===== src/rtl/stepper_pkg.sv =====
// Shared types and defaults for the stepper motion command stage.
package stepper_pkg;

  localparam int STEP_W_DEF = 16;
  localparam int PER_W_DEF  = 16;

  typedef enum logic [1:0] {
    IDLE   = 2'd0,
    SETTLE = 2'd1,
    RUN    = 2'd2
  } state_t;

  typedef logic [PER_W_DEF-1:0]  period_t;
  typedef logic [STEP_W_DEF-1:0] steps_t;

endpackage


===== src/rtl/step_period_ramp.sv =====
// Next step period and ramp depth after a step pulse.
// Decel (remaining steps within the ramp depth) has priority over accel.
// All arithmetic is done one bit wider so add/subtract clamp instead of wrapping.
module step_period_ramp #(
  parameter int STEP_W       = 16,
  parameter int PER_W        = 16,
  parameter int START_PERIOD = 100,
  parameter int RAMP_DEC     = 10
) (
  input  logic [PER_W-1:0]  cur,
  input  logic [PER_W-1:0]  target,
  input  logic [STEP_W-1:0] rem_next,
  input  logic [STEP_W-1:0] ramp,
  output logic [PER_W-1:0]  cur_next,
  output logic [STEP_W-1:0] ramp_next
);

  localparam logic [PER_W:0] START_W = (PER_W+1)'(START_PERIOD);
  localparam logic [PER_W:0] DEC_W   = (PER_W+1)'(RAMP_DEC);

  logic [PER_W:0] cur_w;
  logic [PER_W:0] sum_w;
  logic [PER_W:0] floor_w;

  assign cur_w   = {1'b0, cur};
  assign sum_w   = cur_w + DEC_W;
  assign floor_w = {1'b0, target} + DEC_W;

  // Pick decel, accel or cruise and produce the clamped next period.
  always_comb begin
    cur_next  = cur;
    ramp_next = ramp;
    if (rem_next <= ramp) begin
      cur_next  = (sum_w > START_W) ? START_W[PER_W-1:0] : sum_w[PER_W-1:0];
      ramp_next = (ramp == '0) ? '0 : ramp - STEP_W'(1);
    end else if (cur > target) begin
      cur_next  = (cur_w < floor_w) ? target : cur - DEC_W[PER_W-1:0];
      ramp_next = ramp + STEP_W'(1);
    end
  end

endmodule


===== src/rtl/stepper_move_ctrl.sv =====
// Move command stage: accepts a move, holds direction for a settle time,
// then issues step pulses with a linear accel/decel period ramp.
module stepper_move_ctrl
  import stepper_pkg::*;
#(
  parameter int STEP_W       = STEP_W_DEF,
  parameter int PER_W        = PER_W_DEF,
  parameter int START_PERIOD = 100,
  parameter int RAMP_DEC     = 10,
  parameter int MIN_PERIOD   = 2,
  parameter int DIR_SETUP    = 4
) (
  input  logic              system1000,
  input  logic              system1000_rst,
  input  logic              cmd_valid,
  output logic              cmd_ready,
  input  logic              cmd_dir,
  input  logic [STEP_W-1:0] cmd_steps,
  input  logic [PER_W-1:0]  cmd_period,
  input  logic              abort,
  output logic              dir_out,
  output logic              step_out,
  output logic              busy,
  output logic              done,
  output logic              aborted
);

  localparam int SET_W = (DIR_SETUP > 1) ? $clog2(DIR_SETUP) : 1;
  localparam logic [PER_W-1:0] MIN_P   = PER_W'(MIN_PERIOD);
  localparam logic [PER_W-1:0] START_P = PER_W'(START_PERIOD);

  state_t            state_reg, state_next;
  logic              dir_reg;
  logic [STEP_W-1:0] rem_reg;
  logic [STEP_W-1:0] ramp_reg;
  logic [PER_W-1:0]  target_reg;
  logic [PER_W-1:0]  cur_reg;
  logic [PER_W-1:0]  timer_reg;
  logic [SET_W-1:0]  settle_reg;
  logic              done_reg;
  logic              aborted_reg;

  logic              steps_zero;
  logic              tick;
  logic              last;
  logic [PER_W-1:0]  target_in;
  logic [PER_W-1:0]  cur_in;
  logic [STEP_W-1:0] rem_dec;
  logic [PER_W-1:0]  cur_next;
  logic [STEP_W-1:0] ramp_next;

  assign steps_zero = (cmd_steps == '0);
  assign tick       = (state_reg == RUN) && (timer_reg == '0);
  assign last       = (rem_reg == STEP_W'(1));
  assign target_in  = (cmd_period < MIN_P) ? MIN_P : cmd_period;
  assign cur_in     = (target_in > START_P) ? target_in : START_P;
  assign rem_dec    = rem_reg - STEP_W'(1);

  step_period_ramp #(
    .STEP_W       (STEP_W),
    .PER_W        (PER_W),
    .START_PERIOD (START_PERIOD),
    .RAMP_DEC     (RAMP_DEC)
  ) u_ramp (
    .cur       (cur_reg),
    .target    (target_reg),
    .rem_next  (rem_dec),
    .ramp      (ramp_reg),
    .cur_next  (cur_next),
    .ramp_next (ramp_next)
  );

  // State register.
  always_ff @(posedge system1000) begin
    if (system1000_rst) state_reg <= IDLE;
    else                state_reg <= state_next;
  end

  // Next-state: abort ends a move, the final pulse returns to idle.
  always_comb begin
    state_next = state_reg;
    case (state_reg)
      IDLE:    if (cmd_valid && !steps_zero) state_next = SETTLE;
      SETTLE:  if (abort) state_next = IDLE;
               else if (settle_reg == '0) state_next = RUN;
      RUN:     if (abort) state_next = IDLE;
               else if (tick && last) state_next = IDLE;
      default: state_next = IDLE;
    endcase
  end

  // Outputs; reset forces everything low in the same cycle.
  always_comb begin
    cmd_ready = 1'b0;
    busy      = 1'b0;
    step_out  = 1'b0;
    dir_out   = 1'b0;
    done      = 1'b0;
    aborted   = 1'b0;
    if (!system1000_rst) begin
      cmd_ready = (state_reg == IDLE);
      busy      = (state_reg != IDLE);
      step_out  = tick && !abort;
      dir_out   = dir_reg;
      done      = done_reg;
      aborted   = aborted_reg;
    end
  end

  // Command latch, settle counter, step timer and ramp bookkeeping.
  always_ff @(posedge system1000) begin
    if (system1000_rst) begin
      dir_reg     <= 1'b0;
      rem_reg     <= '0;
      ramp_reg    <= '0;
      target_reg  <= '0;
      cur_reg     <= '0;
      timer_reg   <= '0;
      settle_reg  <= '0;
      done_reg    <= 1'b0;
      aborted_reg <= 1'b0;
    end else begin
      done_reg    <= 1'b0;
      aborted_reg <= 1'b0;
      case (state_reg)
        IDLE: begin
          if (cmd_valid) begin
            if (steps_zero) begin
              done_reg <= 1'b1;
            end else begin
              dir_reg    <= cmd_dir;
              rem_reg    <= cmd_steps;
              target_reg <= target_in;
              cur_reg    <= cur_in;
              ramp_reg   <= '0;
              settle_reg <= SET_W'(DIR_SETUP - 1);
            end
          end
        end
        SETTLE: begin
          if (abort) begin
            done_reg    <= 1'b1;
            aborted_reg <= 1'b1;
          end else if (settle_reg == '0) begin
            timer_reg <= cur_reg - PER_W'(1);
          end else begin
            settle_reg <= settle_reg - SET_W'(1);
          end
        end
        RUN: begin
          if (abort) begin
            done_reg    <= 1'b1;
            aborted_reg <= 1'b1;
          end else if (timer_reg == '0) begin
            rem_reg <= rem_dec;
            if (last) begin
              done_reg <= 1'b1;
            end else begin
              cur_reg   <= cur_next;
              ramp_reg  <= ramp_next;
              timer_reg <= cur_next - PER_W'(1);
            end
          end else begin
            timer_reg <= timer_reg - PER_W'(1);
          end
        end
        default: ;
      endcase
    end
  end

endmodule


===== config.mk =====
export PLATFORM = sky130hd
export DESIGN_NAME = stepper_move_ctrl
export DESIGN_NICKNAME = d
export VERILOG_FILES = /design/src/rtl/stepper_pkg.sv /design/src/rtl/step_period_ramp.sv /design/src/rtl/stepper_move_ctrl.sv
export SDC_FILE = /design/constraint.sdc
export NUM_CORES = 1
export LEC_CHECK = 0
export ABC_AREA = 0
export CORE_MARGIN = 2
export CORE_UTILIZATION = 56
export CTS_BUF_LIST = sky130_fd_sc_hd__clkbuf_16
export DETAILED_ROUTE_END_ITERATION = 10
export GPL_TIMING_DRIVEN = 0
export HOLD_SLACK_MARGIN = 0.1
export PLACE_DENSITY = 0.81
export SLEW_MARGIN = 40
export SYNTH_ARGS = -nofsm -noshare
export SYNTH_HDL_FRONTEND = slang
export SYNTH_SLANG_ARGS = --single-unit

===== constraint.sdc =====
create_clock -name system1000 -period 6.4 [get_ports system1000]
set_input_delay 0.96 -clock system1000 [delete_from_list [all_inputs] [get_ports system1000]]
set_output_delay 0.96 -clock system1000 [all_outputs]
set_load 0.03 [all_outputs]

==> results.json <==
{
  "outcome": "completed",
  "drc": 0,
  "ioPinCount": 43,
  "wl_per_cell_um": 20.28,
  "initial_core_util_pct": 57.72,
  "holdPathEnd": "dir_reg",
  "row_count": 43,
  "crit_fanout": 10,
  "vias": 8664,
  "tns_ns": 0,
  "synth_edf_count": 0,
  "synth_seq_area_share_pct": 21.66,
  "synthToLayoutAreaGrowth_pct": 11.45,
  "place_congestion": 1.053,
  "ys_warn_count": 0,
  "synth_top_area_share_pct": 21.66,
  "drt_wl_total_um": 26570,
  "postSynthAreaPerCell_sq_um": 7.503,
  "finalNetCount": 1223,
  "die-area_sq_um": 15340,
  "worst_ep_arrival_time_ns": 5.66,
  "cap_violations": 0,
  "r2r_start": "rem_reg[4]",
  "ant_nets": 0,
  "yosysTopAreaCell": "dfxtp_1",
  "post_cts_resized": 0,
  "dp_hpwl_um": 20100,
  "criticalPathCategory": "flop to flop",
  "grt_max_degree": 16,
  "critPathCaptureType": "flop",
  "cts-buffers-inserted": 9,
  "grt_pass1_vias": 8031,
  "max_slew_margin_pct": 42.55,
  "synth.most_common_cell": "nor2_1",
  "cts.path.max_buffers": 2,
  "period_needed_ns": 5.416,
  "worst_skew_pair.late_latency_ns": 0.36,
  "rsz0062_at_grt": "false",
  "root_buffer": "clkbuf_16",
  "grt_antenna_before_repair": 0,
  "r2r_setup_slack_ns": 0.98,
  "async_flop_share_pct": 0,
  "hold_class": "flop to flop",
  "grt_pass1_wl_um": 41340,
  "syn_nets": 1170,
  "n_antenna_cell": 0,
  "port_buffers": 42,
  "syn-instance-count": 1072,
  "coreArea_sq_um": 13930,
  "ys.flop_type": "dfxtp_1",
  "critPathRequiredTime_ns": 6.65,
  "max_freq_mhz": 184.6,
  "finalSetupViolations": 0,
  "synthTopCellsByArea": "dfxtp_1 22%, ha_1 9.5%, nor2_1 6.9%, a21oi_1 4.4%, nand2_1 4.1%",
  "reg2regPathDepth": 16,
  "die_w_um": 123.8,
  "holdBufCountCts": 0,
  "track_usage_pct": 35.01,
  "syn_area_sq_um": 8043,
  "path_clk_slew_ns": 0.07,
  "drive_above_1_share_pct": 6.549,
  "dr.pass1.iters": 6,
  "period_share_pct": 84.62,
  "synth.cells.most_frequent": "147 x nor2_1, 88 x nand2_1, 87 x dfxtp_1",
  "finalMaxSlewViolations": 0,
  "worst_slew_pin_slew_ns": 0.8401,
  "ys_types": 85,
  "clock-sinks": 87,
  "cts_setup_buffers": 0,
  "cts_tree": "yes",
  "drtIter0Drc": 875,
  "r2r-end": "timer_reg[9]",
  "ys_seq_elements": 87,
  "hold_start": "dir_reg",
  "via_per_inst": 6.614,
  "die_h_um": 123.8,
  "whs_path_depth": 2,
  "crit_path_start_kind": "flop",
  "htreeDepth": 3,
  "overflow": 0,
  "worst_clock_skew_ns": 0.009563,
  "hold_viol_final": 0
}
## worst max path at each step
stage,start,to,slack [ns],depth (start not counted)
CTS,target_reg[1],timer_reg[8],1.12,18
global route,rem_reg[4],timer_reg[9],0.65,16
global placement,rem_reg[4],timer_reg[9],1.23,16
finish,rem_reg[4],timer_reg[9],0.98,16
detailed placement,target_reg[1],timer_reg[14],1.16,18
floorplan,target_reg[1],timer_reg[8],1.90,18
## placed cells by master, fill, tap and decap left out, types with 5 or more instances in the layout
cell	count
nor2_1	147
nand2_1	88
dfxtp_1	87
a21oi_1	70
ha_1	61
inv_1	56
o21ai_0	50
nor3_1	45
clkbuf_1	42
clkdlybuf4s50_1	42
nand3_1	37
xnor2_1	30
mux2i_1	28
nor4_1	26
nand4_1	25
a211oi_1	22
xor2_1	13
nor2b_1	12
nand2b_1	12
o221ai_1	12
a221oi_1	11
o211ai_1	11
and3_1	9
a221o_1	9
o31a_1	9
clkbuf_16	9
a21o_1	8
clkbuf_8	8
and2_1	7
buf_2	6
or3_1	6
and4_1	6
a311oi_1	6
mux2_2	6
a31oi_1	6
or2_2	5
a22oi_1	5
## kinds of logic (layout without fill, tap and decap cells)
family / after synthesis / count (layout) / synth area share, %
muxes: 35 / 35 / 4.511
adders and majority gates: 61 / 61 / 9.490
and+or+nand+nor: 445 / 445 / 27.24
xor gates and xnor gates: 43 / 43 / 4.683
DFF: 87 / 87 / 21.66
AOI/OAI and AO/OA: 283 / 283 / 25.64
buffers and inverters: 118 / 176 / 6.783
## metrics by stage
| stage | cell area [sq um] | hold slack [ns] | setup WS [ns] | utilization [%] | instances |
|---|---|---|---|---|---|
| finish | 8964 | 0.4867 | 0.9843 | 64.33 | 1310 |
| detailed placement | 8688 | 0.4751 | 1.159 | 62.35 | 1294 |
| global route | 8964 | 0.5070 | 0.6485 | 64.33 | 1310 |
| floorplan | 8043 | 0.4520 | 1.901 | - | 1072 |
| global placement | 8688 | 0.4652 | 1.228 | 62.35 | 1294 |
| CTS | 8962 | 0.4850 | 1.115 | 64.32 | 1310 |
## final cells by class
class                   instances  area (sq um)
multi-input cells             867          5756
fillers                      1294          4971
flip-flops and latches         87          1742
repair buffers                 42         420.4
plain buffers                  62         336.6
clock buffers                   9         225.2
well taps                     180         225.2
inverters                      56         210.2
clock inverters                 7         48.80
## layer usage
metal | up-vias | global-route usage, % | part of all wire (%) | wire (um)
met5 | - | 0 | 0 | 0
met4 | 0 | 20.74 | 6.2 | 1634
met3 | 127 | 7.418 | 9.5 | 2523
met2 | 476 | 57.66 | 45 | 12040
met1 | 3978 | 41.89 | 39 | 10370
li1 | 4083 | - | - | -
## critical path, cell delays in order (launching register included)
cell	delay, ns
dfxtp_1	0.37
nor4_1	0.40
nand3_1	0.30
or4_1	0.49
xnor2_1	0.18
ha_1	0.34
nand4_1	0.14
nor4_1	0.58
nor2_1	0.19
nor2_1	0.45
buf_2	0.37
nand2_1	0.22
o211ai_1	0.33
a31oi_4	0.17
nor4bb_1	0.42
nor2_1	0.09
a211o_1	0.23
Power is not shown: default switching activity piles up to over one toggle a cycle in this logic, so the estimate is an artifact.
